File: config.mk
export PLATFORM = sky130hd
export DESIGN_NAME = mc_ctrl_flat
export DESIGN_NICKNAME = d
export VERILOG_FILES = /design/src/rtl/mc_ctrl_if.sv /design/src/rtl/mc_ctrl.sv /design/src/flat_wrapper.sv
export SDC_FILE = /design/constraint.sdc
export NUM_CORES = 1
export LEC_CHECK = 0
export ABC_AREA = 1
export CORE_MARGIN = 1.5
export CORE_UTILIZATION = 36
export CTS_CLUSTER_DIAMETER = 150
export DETAILED_ROUTE_END_ITERATION = 6
export GPL_ROUTABILITY_DRIVEN = 0
export PLACE_DENSITY = 0.87
export SLEW_MARGIN = 20
export SYNTH_ARGS = -nofsm -noshare
export SYNTH_HDL_FRONTEND = slang
export SYNTH_SLANG_ARGS = --single-unit
File: constraint.sdc
create_clock -name clk -period 1.9 [get_ports clk]
set_input_delay 0.57 -clock clk [delete_from_list [all_inputs] [get_ports clk]]
set_output_delay 0.57 -clock clk [all_outputs]
set_load 0.1 [all_outputs]
File: src/rtl/mc_ctrl_if.sv
// mc_ctrl_if: IR fields and Zero into the controller, datapath controls out.
// master = controller side, slave = datapath side.
interface mc_ctrl_if;
   logic [5:0] Op;
   logic [5:0] Funct;
   logic       Zero;
   logic       PCWr;
   logic       IRWr;
   logic       RFWr;
   logic       DMWr;
   logic [1:0] EXTOp;
   logic [1:0] ALUOp;
   logic [1:0] NPCOp;
   logic       BSel;
   logic       RegDst;
   logic       WDSel;
   logic       InstrDone;
   logic       Illegal;
   logic [3:0] State;

   modport master (
      input  Op, Funct, Zero,
      output PCWr, IRWr, RFWr, DMWr,
      output EXTOp, ALUOp, NPCOp,
      output BSel, RegDst, WDSel,
      output InstrDone, Illegal, State
   );

   modport slave (
      output Op, Funct, Zero,
      input  PCWr, IRWr, RFWr, DMWr,
      input  EXTOp, ALUOp, NPCOp,
      input  BSel, RegDst, WDSel,
      input  InstrDone, Illegal, State
   );
endinterface

File: src/rtl/mc_ctrl.sv
// mc_ctrl: multi-cycle MIPS main controller (fetch/decode/exe/mem/wb).
// Ports: clk, rst (async, active-high), bus (mc_ctrl_if.master).
module mc_ctrl (
   input  logic        clk,
   input  logic        rst,
   mc_ctrl_if.master   bus
);

   typedef enum logic [3:0] {
      S_FETCH  = 4'd0,
      S_DECODE = 4'd1,
      S_EXE    = 4'd2,
      S_MEMADR = 4'd3,
      S_MEMRD  = 4'd4,
      S_MEMWB  = 4'd5,
      S_MEMWR  = 4'd6,
      S_ALUWB  = 4'd7,
      S_BRANCH = 4'd8,
      S_JUMP   = 4'd9
   } state_e;

   state_e state_q, state_d;

   logic is_addu, is_subu, is_rtype;
   logic is_ori, is_lui, is_lw, is_sw;
   logic is_beq, is_j, legal;

   assign is_addu  = (bus.Op == 6'h00) &&
                     (bus.Funct == 6'h21);
   assign is_subu  = (bus.Op == 6'h00) &&
                     (bus.Funct == 6'h23);
   assign is_rtype = is_addu | is_subu;
   assign is_ori   = (bus.Op == 6'h0D);
   assign is_lui   = (bus.Op == 6'h0F);
   assign is_lw    = (bus.Op == 6'h23);
   assign is_sw    = (bus.Op == 6'h2B);
   assign is_beq   = (bus.Op == 6'h04);
   assign is_j     = (bus.Op == 6'h02);
   assign legal    = is_rtype | is_ori | is_lui |
                     is_lw | is_sw | is_beq | is_j;

   // ALU operand selects shared by EXE and ALUWB
   logic       ex_bsel;
   logic [1:0] ex_ext;
   logic [1:0] ex_alu;

   always_comb begin
      ex_bsel = 1'b0;
      ex_ext  = 2'b00;
      ex_alu  = 2'b00;
      if (is_ori) begin
         ex_bsel = 1'b1;
         ex_alu  = 2'b10;
      end else if (is_lui) begin
         ex_bsel = 1'b1;
         ex_ext  = 2'b10;
         ex_alu  = 2'b10;
      end else if (is_subu) begin
         ex_alu  = 2'b01;
      end
   end

   always_ff @(posedge clk or posedge rst) begin
      if (rst) state_q <= S_FETCH;
      else     state_q <= state_d;
   end

   logic       pc_wr, ir_wr, rf_wr, dm_wr;
   logic [1:0] ext_op, alu_op, npc_op;
   logic       b_sel, reg_dst, wd_sel;
   logic       done, ill;

   always_comb begin
      state_d = S_FETCH;
      pc_wr   = 1'b0;
      ir_wr   = 1'b0;
      rf_wr   = 1'b0;
      dm_wr   = 1'b0;
      ext_op  = 2'b00;
      alu_op  = 2'b00;
      npc_op  = 2'b00;
      b_sel   = 1'b0;
      reg_dst = 1'b0;
      wd_sel  = 1'b0;
      done    = 1'b0;
      ill     = 1'b0;
      case (state_q)
         S_FETCH: begin
            ir_wr   = 1'b1;
            pc_wr   = 1'b1;
            state_d = S_DECODE;
         end
         S_DECODE: begin
            unique case (1'b1)
               is_rtype | is_ori | is_lui:
                  state_d = S_EXE;
               is_lw | is_sw:
                  state_d = S_MEMADR;
               is_beq:
                  state_d = S_BRANCH;
               is_j:
                  state_d = S_JUMP;
               default: begin
                  state_d = S_FETCH;
                  ill     = 1'b1;
               end
            endcase
         end
         S_EXE: begin
            b_sel   = ex_bsel;
            ext_op  = ex_ext;
            alu_op  = ex_alu;
            state_d = S_ALUWB;
         end
         S_ALUWB: begin
            b_sel   = ex_bsel;
            ext_op  = ex_ext;
            alu_op  = ex_alu;
            rf_wr   = 1'b1;
            reg_dst = is_rtype;
            done    = 1'b1;
         end
         S_MEMADR: begin
            b_sel   = 1'b1;
            ext_op  = 2'b01;
            state_d = is_sw ? S_MEMWR : S_MEMRD;
         end
         S_MEMRD: begin
            b_sel   = 1'b1;
            ext_op  = 2'b01;
            state_d = S_MEMWB;
         end
         S_MEMWB: begin
            rf_wr   = 1'b1;
            wd_sel  = 1'b1;
            done    = 1'b1;
         end
         S_MEMWR: begin
            b_sel   = 1'b1;
            ext_op  = 2'b01;
            dm_wr   = 1'b1;
            done    = 1'b1;
         end
         S_BRANCH: begin
            alu_op  = 2'b01;
            npc_op  = 2'b01;
            pc_wr   = bus.Zero;
            done    = 1'b1;
         end
         S_JUMP: begin
            npc_op  = 2'b10;
            pc_wr   = 1'b1;
            done    = 1'b1;
         end
         default: state_d = S_FETCH;
      endcase
      // state_q is already FETCH under reset; mask
      // FETCH's writes so nothing fires while rst is high
      if (rst) begin
         pc_wr   = 1'b0;
         ir_wr   = 1'b0;
         rf_wr   = 1'b0;
         dm_wr   = 1'b0;
         ext_op  = 2'b00;
         alu_op  = 2'b00;
         npc_op  = 2'b00;
         b_sel   = 1'b0;
         reg_dst = 1'b0;
         wd_sel  = 1'b0;
         done    = 1'b0;
         ill     = 1'b0;
      end
   end

   assign bus.PCWr      = pc_wr;
   assign bus.IRWr      = ir_wr;
   assign bus.RFWr      = rf_wr;
   assign bus.DMWr      = dm_wr;
   assign bus.EXTOp     = ext_op;
   assign bus.ALUOp     = alu_op;
   assign bus.NPCOp     = npc_op;
   assign bus.BSel      = b_sel;
   assign bus.RegDst    = reg_dst;
   assign bus.WDSel     = wd_sel;
   assign bus.InstrDone = done;
   assign bus.Illegal   = ill;
   assign bus.State     = state_q;

endmodule

File: src/flat_wrapper.sv
// flat-port wrapper written by rule: the top's interface ports become plain ports
module mc_ctrl_flat 
  (clk, rst, bus_Op, bus_Funct, bus_Zero, bus_PCWr, bus_IRWr, bus_RFWr, bus_DMWr, bus_EXTOp, bus_ALUOp, bus_NPCOp, bus_BSel, bus_RegDst, bus_WDSel, bus_InstrDone, bus_Illegal, bus_State);
  mc_ctrl_if bus_i ();
  input  logic clk;
  input  logic rst;
  input wire logic [$bits(bus_i.Op)-1:0] bus_Op;
  input wire logic [$bits(bus_i.Funct)-1:0] bus_Funct;
  input wire logic [$bits(bus_i.Zero)-1:0] bus_Zero;
  output wire logic [$bits(bus_i.PCWr)-1:0] bus_PCWr;
  output wire logic [$bits(bus_i.IRWr)-1:0] bus_IRWr;
  output wire logic [$bits(bus_i.RFWr)-1:0] bus_RFWr;
  output wire logic [$bits(bus_i.DMWr)-1:0] bus_DMWr;
  output wire logic [$bits(bus_i.EXTOp)-1:0] bus_EXTOp;
  output wire logic [$bits(bus_i.ALUOp)-1:0] bus_ALUOp;
  output wire logic [$bits(bus_i.NPCOp)-1:0] bus_NPCOp;
  output wire logic [$bits(bus_i.BSel)-1:0] bus_BSel;
  output wire logic [$bits(bus_i.RegDst)-1:0] bus_RegDst;
  output wire logic [$bits(bus_i.WDSel)-1:0] bus_WDSel;
  output wire logic [$bits(bus_i.InstrDone)-1:0] bus_InstrDone;
  output wire logic [$bits(bus_i.Illegal)-1:0] bus_Illegal;
  output wire logic [$bits(bus_i.State)-1:0] bus_State;
  assign bus_i.Op = bus_Op;
  assign bus_i.Funct = bus_Funct;
  assign bus_i.Zero = bus_Zero;
  assign bus_PCWr = bus_i.PCWr;
  assign bus_IRWr = bus_i.IRWr;
  assign bus_RFWr = bus_i.RFWr;
  assign bus_DMWr = bus_i.DMWr;
  assign bus_EXTOp = bus_i.EXTOp;
  assign bus_ALUOp = bus_i.ALUOp;
  assign bus_NPCOp = bus_i.NPCOp;
  assign bus_BSel = bus_i.BSel;
  assign bus_RegDst = bus_i.RegDst;
  assign bus_WDSel = bus_i.WDSel;
  assign bus_InstrDone = bus_i.InstrDone;
  assign bus_Illegal = bus_i.Illegal;
  assign bus_State = bus_i.State;
  mc_ctrl u_core (.clk(clk), .rst(rst), .bus(bus_i));
endmodule
==> results of run 1 <==
==> kinds of logic after synthesis <==
| family | Yosys count | synth area share (%) |
|---|---|---|
| AND/OR/NAND/NOR | 71 | 59.2 |
| flip-flops | 4 | 17.8 |
| AO/OA/AOI/OAI | 6 | 6.24 |
| buffers and inverters | 24 | 16.7 |
==> through the flow <==
step,setup TNS [ns],setup WS [ns],hold WS [ns],area [um^2],std cells
floorplan,-6.03,-1.05,0.537,756,105
global placement,-6.67,-0.583,0.662,1460,177
==> out/metrics.cfg, run 1 <==
[status]
status = did not finish
failing_step = detailed placement (3_5_place_dp)
first-error = [ERROR DPL-0033] detailed placement checks failed during check placement.

[synth]
netlist_instances = 105
synthArstFlopShare_pct = 100
ys_top_cells_by_count = nor2_1, nand2_1, inv_1, nand3_1, dfrtp_1
netlist_top_cells_area = dfrtp_1, nor2_1, nand2_1, inv_1, nand3_1
synth_warnings = 0
synth_seq_cells = 4
synth.most_common_cell = nor2_1
ys_types = 19
avgSynthCellArea_um2 = 5.35
synth_edf_count = 0
synth_top_area_share_pct = 17.8
syn_nets = 120
ys_seq_area_share_pct = 17.8
synth_ff_type = dfrtp_1
yosysTopAreaCell = dfrtp_1
syn_area_um2 = 562

[floorplanning]
rows = 14
ios = 34
dieHeight_um = 42.5
chipWidth_um = 42.5
initial_utilization_pct = 37.7

[place]
place_hpwl_um = 3070
io_buffers = 33

==> inputs of run 2 (changes only) <==
--- a/config.mk
+++ b/config.mk
@@ -6,12 +6,11 @@
 export NUM_CORES = 1
 export LEC_CHECK = 0
 export ABC_AREA = 1
-export CORE_MARGIN = 1.5
-export CORE_UTILIZATION = 36
-export CTS_CLUSTER_DIAMETER = 150
+export CORE_AREA = 2 2 63 65
 export DETAILED_ROUTE_END_ITERATION = 6
+export DIE_AREA = 0 0 65 67
 export GPL_ROUTABILITY_DRIVEN = 0
-export PLACE_DENSITY = 0.87
+export PLACE_DENSITY_LB_ADDON = 0.15
 export SLEW_MARGIN = 20
 export SYNTH_ARGS = -nofsm -noshare
 export SYNTH_HDL_FRONTEND = slang
==> run 2 against run 1 <==
- the flow now finishes, with violations (setup timing)
- synthesized area unchanged
- synthesized cell count did not move
==> out/metrics.cfg, run 2 <==
[synth]
yosysTopAreaCell = dfrtp_1
ys_top_cells_by_count = nor2_1, nand2_1, inv_1, nand3_1, dfrtp_1
synthXorXnorAreaFrac_pct = 0  ; unchanged
syn_area_um2 = 562  ; unchanged
synth_ff_type = dfrtp_1
synth_edf_count = 0  ; unchanged
ys_types = 19  ; unchanged
synth_warnings = 0  ; unchanged
avgSynthCellArea_um2 = 5.35  ; unchanged
syn_nets = 120  ; unchanged
synthArstFlopShare_pct = 100  ; unchanged
synth_fa_ha_area_share_pct = 0  ; unchanged
synth_compound_area_share_pct = 6.24  ; unchanged
synthSimpleGateAreaFrac_pct = 59.2  ; unchanged
synth_seq_cells = 4  ; unchanged
netlist_top_cells_area = dfrtp_1, nor2_1, nand2_1, inv_1, nand3_1
netlist_instances = 105  ; unchanged
synth.most_common_cell = nor2_1
synth_top_area_share_pct = 17.8  ; unchanged
muxShareOfSynthArea_pct = 0  ; unchanged
ys_seq_area_share_pct = 17.8  ; unchanged
synth_top_family_by_area = simple AND/OR/NAND/NOR gates

[setup_path]
slowest_stage = dfrtp_4
path_cells = nor2_4 -> nand3_2 -> nand2_4 -> nand3_4 -> nor2_4 -> buf_12
path_depth = 6
worstSetupStartpointType = flip-flop
path_delay_family = simple AND/OR/NAND/NOR gates
reg2regPathDepth = 7
crit_path_frequent_cell = nor2_4
r2r_slack_ns = 0.46
crit_fanout = 4
reg2reg_from = u_core.bus.State[3]
slowest_delay_ns = 0.50
r2r-end = u_core.bus.State[1]
crit_buf_inv = 1
cp-end-kind = primary output
cp_data_required_time_ns = 1.33
critical_path_class = reg2out
arrival_ns = 1.59

[sta]
drv_slew = 0
holdWs_ns = 0.577
finalHoldViolations = 0
layout_min_cycle_time_ns = 2.16
rsz0062_at_grt = true
tightestPinTransition_ns = 0.263
slew_headroom_pct = 82.4
period_share_pct = 114
fmaxAchievable_ghz = 0.463
fin_ws_ns = -0.259
clock_skew_ns = 0.00625
setup_violations = 15

[final_layout]
fin_nets = 197
layout-drive-gt1-share_pct = 72.2
mostFrequentLayoutCells = buf_4, buf_12, nand2_1, nor2_1, nor2_4
syn_to_final_growth_pct = 213
multi_input_area_um2 = 613
final_common_cell = buf_4
fill_cells = 354
n_antenna_cell = 0
register_area_um2 = 115
largest_reg_flops = 4

[floorplanning]
chipWidth_um = 65  ; +53%
rows = 22  ; +8
die_area_um2 = 4360
initial_utilization_pct = 15.6  ; -22 points
ios = 34  ; unchanged
core_area_um2 = 3610
dieHeight_um = 67  ; +58%

[detailed_routing]
ant_nets = 0
routed_wl_um = 2290
vias = 909
viasPerCell = 3.99
drt_iter0_drc = 19
drcViolationCount = 0
routedWlPerCell_um = 10.0
first_pass_iters = 4

[pwr]
power.density_nw_per_um2 = 1090
combPwrFrac_pct = 80.6
clkPwrFrac_pct = 9.5
finalPower_uw = 1910
p_sw_uw = 1020
internal_power_uw = 890
peakVddDrop_v = 0.000291
p_leak_uw = 0.000799
sequentialPowerShare_pct = 9.9
switching_share_pct = 53.5

[grt]
grt_pass1_wl_um = 3930
grt_usage_pct = 11.5
grt_max_degree = 9
grt_overflow = 0
antenna_found_initial = 0
grt_pass1_vias = 951

[status]
status = finished, violations left
violations = setup timing

[flow_run]
drv_cap = 0

[cts]
clkLatencyLatePin_ns = 0.22
cts_buffers = 3
numClockSinks = 4
root_buffer = clkbuf_8
clk_pin_slew_ns = 0.04
cts_tree = built
htreeDepth = 1
clockBufferDepth = 2

[place]
place_hpwl_um = 1800  ; -41%
io_buffers = 33  ; unchanged

[min_path]
hp-class = in2async

-- run 2: per-layer routing --
layer  GRT usage [%]  up-vias  wire, um
met4            3.99        0         4
met1            13.3      417       914
met3            1.18        2        78
li1                -      474         -
met5               0        -         0
met2            21.8       16      1290
-- run 2: what timing repair did --
action	4_1_cts	5_1_grt
setup buffers	9	7
pin swaps	30	19
endpoints found under the setup margin	15	15
gates resized for setup	78	10
hold buffers	0	0
-- run 2: cell families after synthesis --
group | count (synthesis)
AND/OR/NAND/NOR | 71
buffers and inverters | 24
AO/OA/AOI/OAI | 6
flip-flops | 4
-- run 2: power groups by stage --
stage	logic (uW)	clock network (uW)	registers (uW)
floorplan	687	0	320
global placement	1330	0	177
detailed placement	1340	0	177
CTS	1490	186	187
global route	1610	190	196
finish	1540	183	189
-- run 2: cell type report --
| type | count | share of cell area (%) |
|---|---|---|
| repair buffers | 75 | 47.0 |
| well taps | 48 | 3.41 |
| clock buffers | 3 | 2.35 |
| flip-flops and latches | 4 | 6.54 |
| inverters | 21 | 5.90 |
| multi-input cells | 77 | 34.8 |
-- run 2: through the flow --
| step | util [%] | area [um^2] | std cells | setup WS, ns | TNS, ns |
|---|---|---|---|---|---|
| global route | 48.8 | 1760 | 228 | -0.319 | -3.47 |
| finish | 48.8 | 1760 | 228 | -0.259 | -2.63 |
| CTS | 46.5 | 1680 | 222 | -0.265 | -2.62 |
| floorplan | - | 756 | 105 | -1.05 | -6.03 |
| global placement | 41.8 | 1510 | 210 | -0.616 | -7.54 |
| detailed placement | 41.8 | 1510 | 210 | -0.629 | -7.58 |
-- run 2: worst max-delay path by stage --
| stage | from | to | slack [ns] |
|---|---|---|---|
| after floorplan | u_core.bus.State[3] | bus_RegDst | -1.05 |
| after global placement | bus_Op[4] | bus_ALUOp[0] | -0.62 |
| after detailed placement | bus_Op[5] | bus_ALUOp[0] | -0.63 |
| after CTS | u_core.bus.State[2] | bus_EXTOp[1] | -0.26 |
| after global routing | u_core.bus.State[3] | bus_EXTOp[1] | -0.32 |
| final | u_core.bus.State[3] | bus_EXTOp[1] | -0.26 |
-- run 2: worst min-delay path, cell delays in order --
cell and delay [ns]:
buf_2 0.13, clkinvlp_4 0.16, buf_4 0.14, buf_4 0.12
Power figures use the tool's default switching activity.
==> inputs of run 3 (changes only) <==
--- a/config.mk
+++ b/config.mk
@@ -9,7 +9,7 @@
 export CORE_AREA = 2 2 63 65
 export DETAILED_ROUTE_END_ITERATION = 6
 export DIE_AREA = 0 0 65 67
-export GPL_ROUTABILITY_DRIVEN = 0
+export GPL_ROUTABILITY_DRIVEN = 1
 export PLACE_DENSITY_LB_ADDON = 0.15
 export SLEW_MARGIN = 20
 export SYNTH_ARGS = -nofsm -noshare
==> results of run 3 <==
Final layout, timing and power as in run 2 (identical DEF).
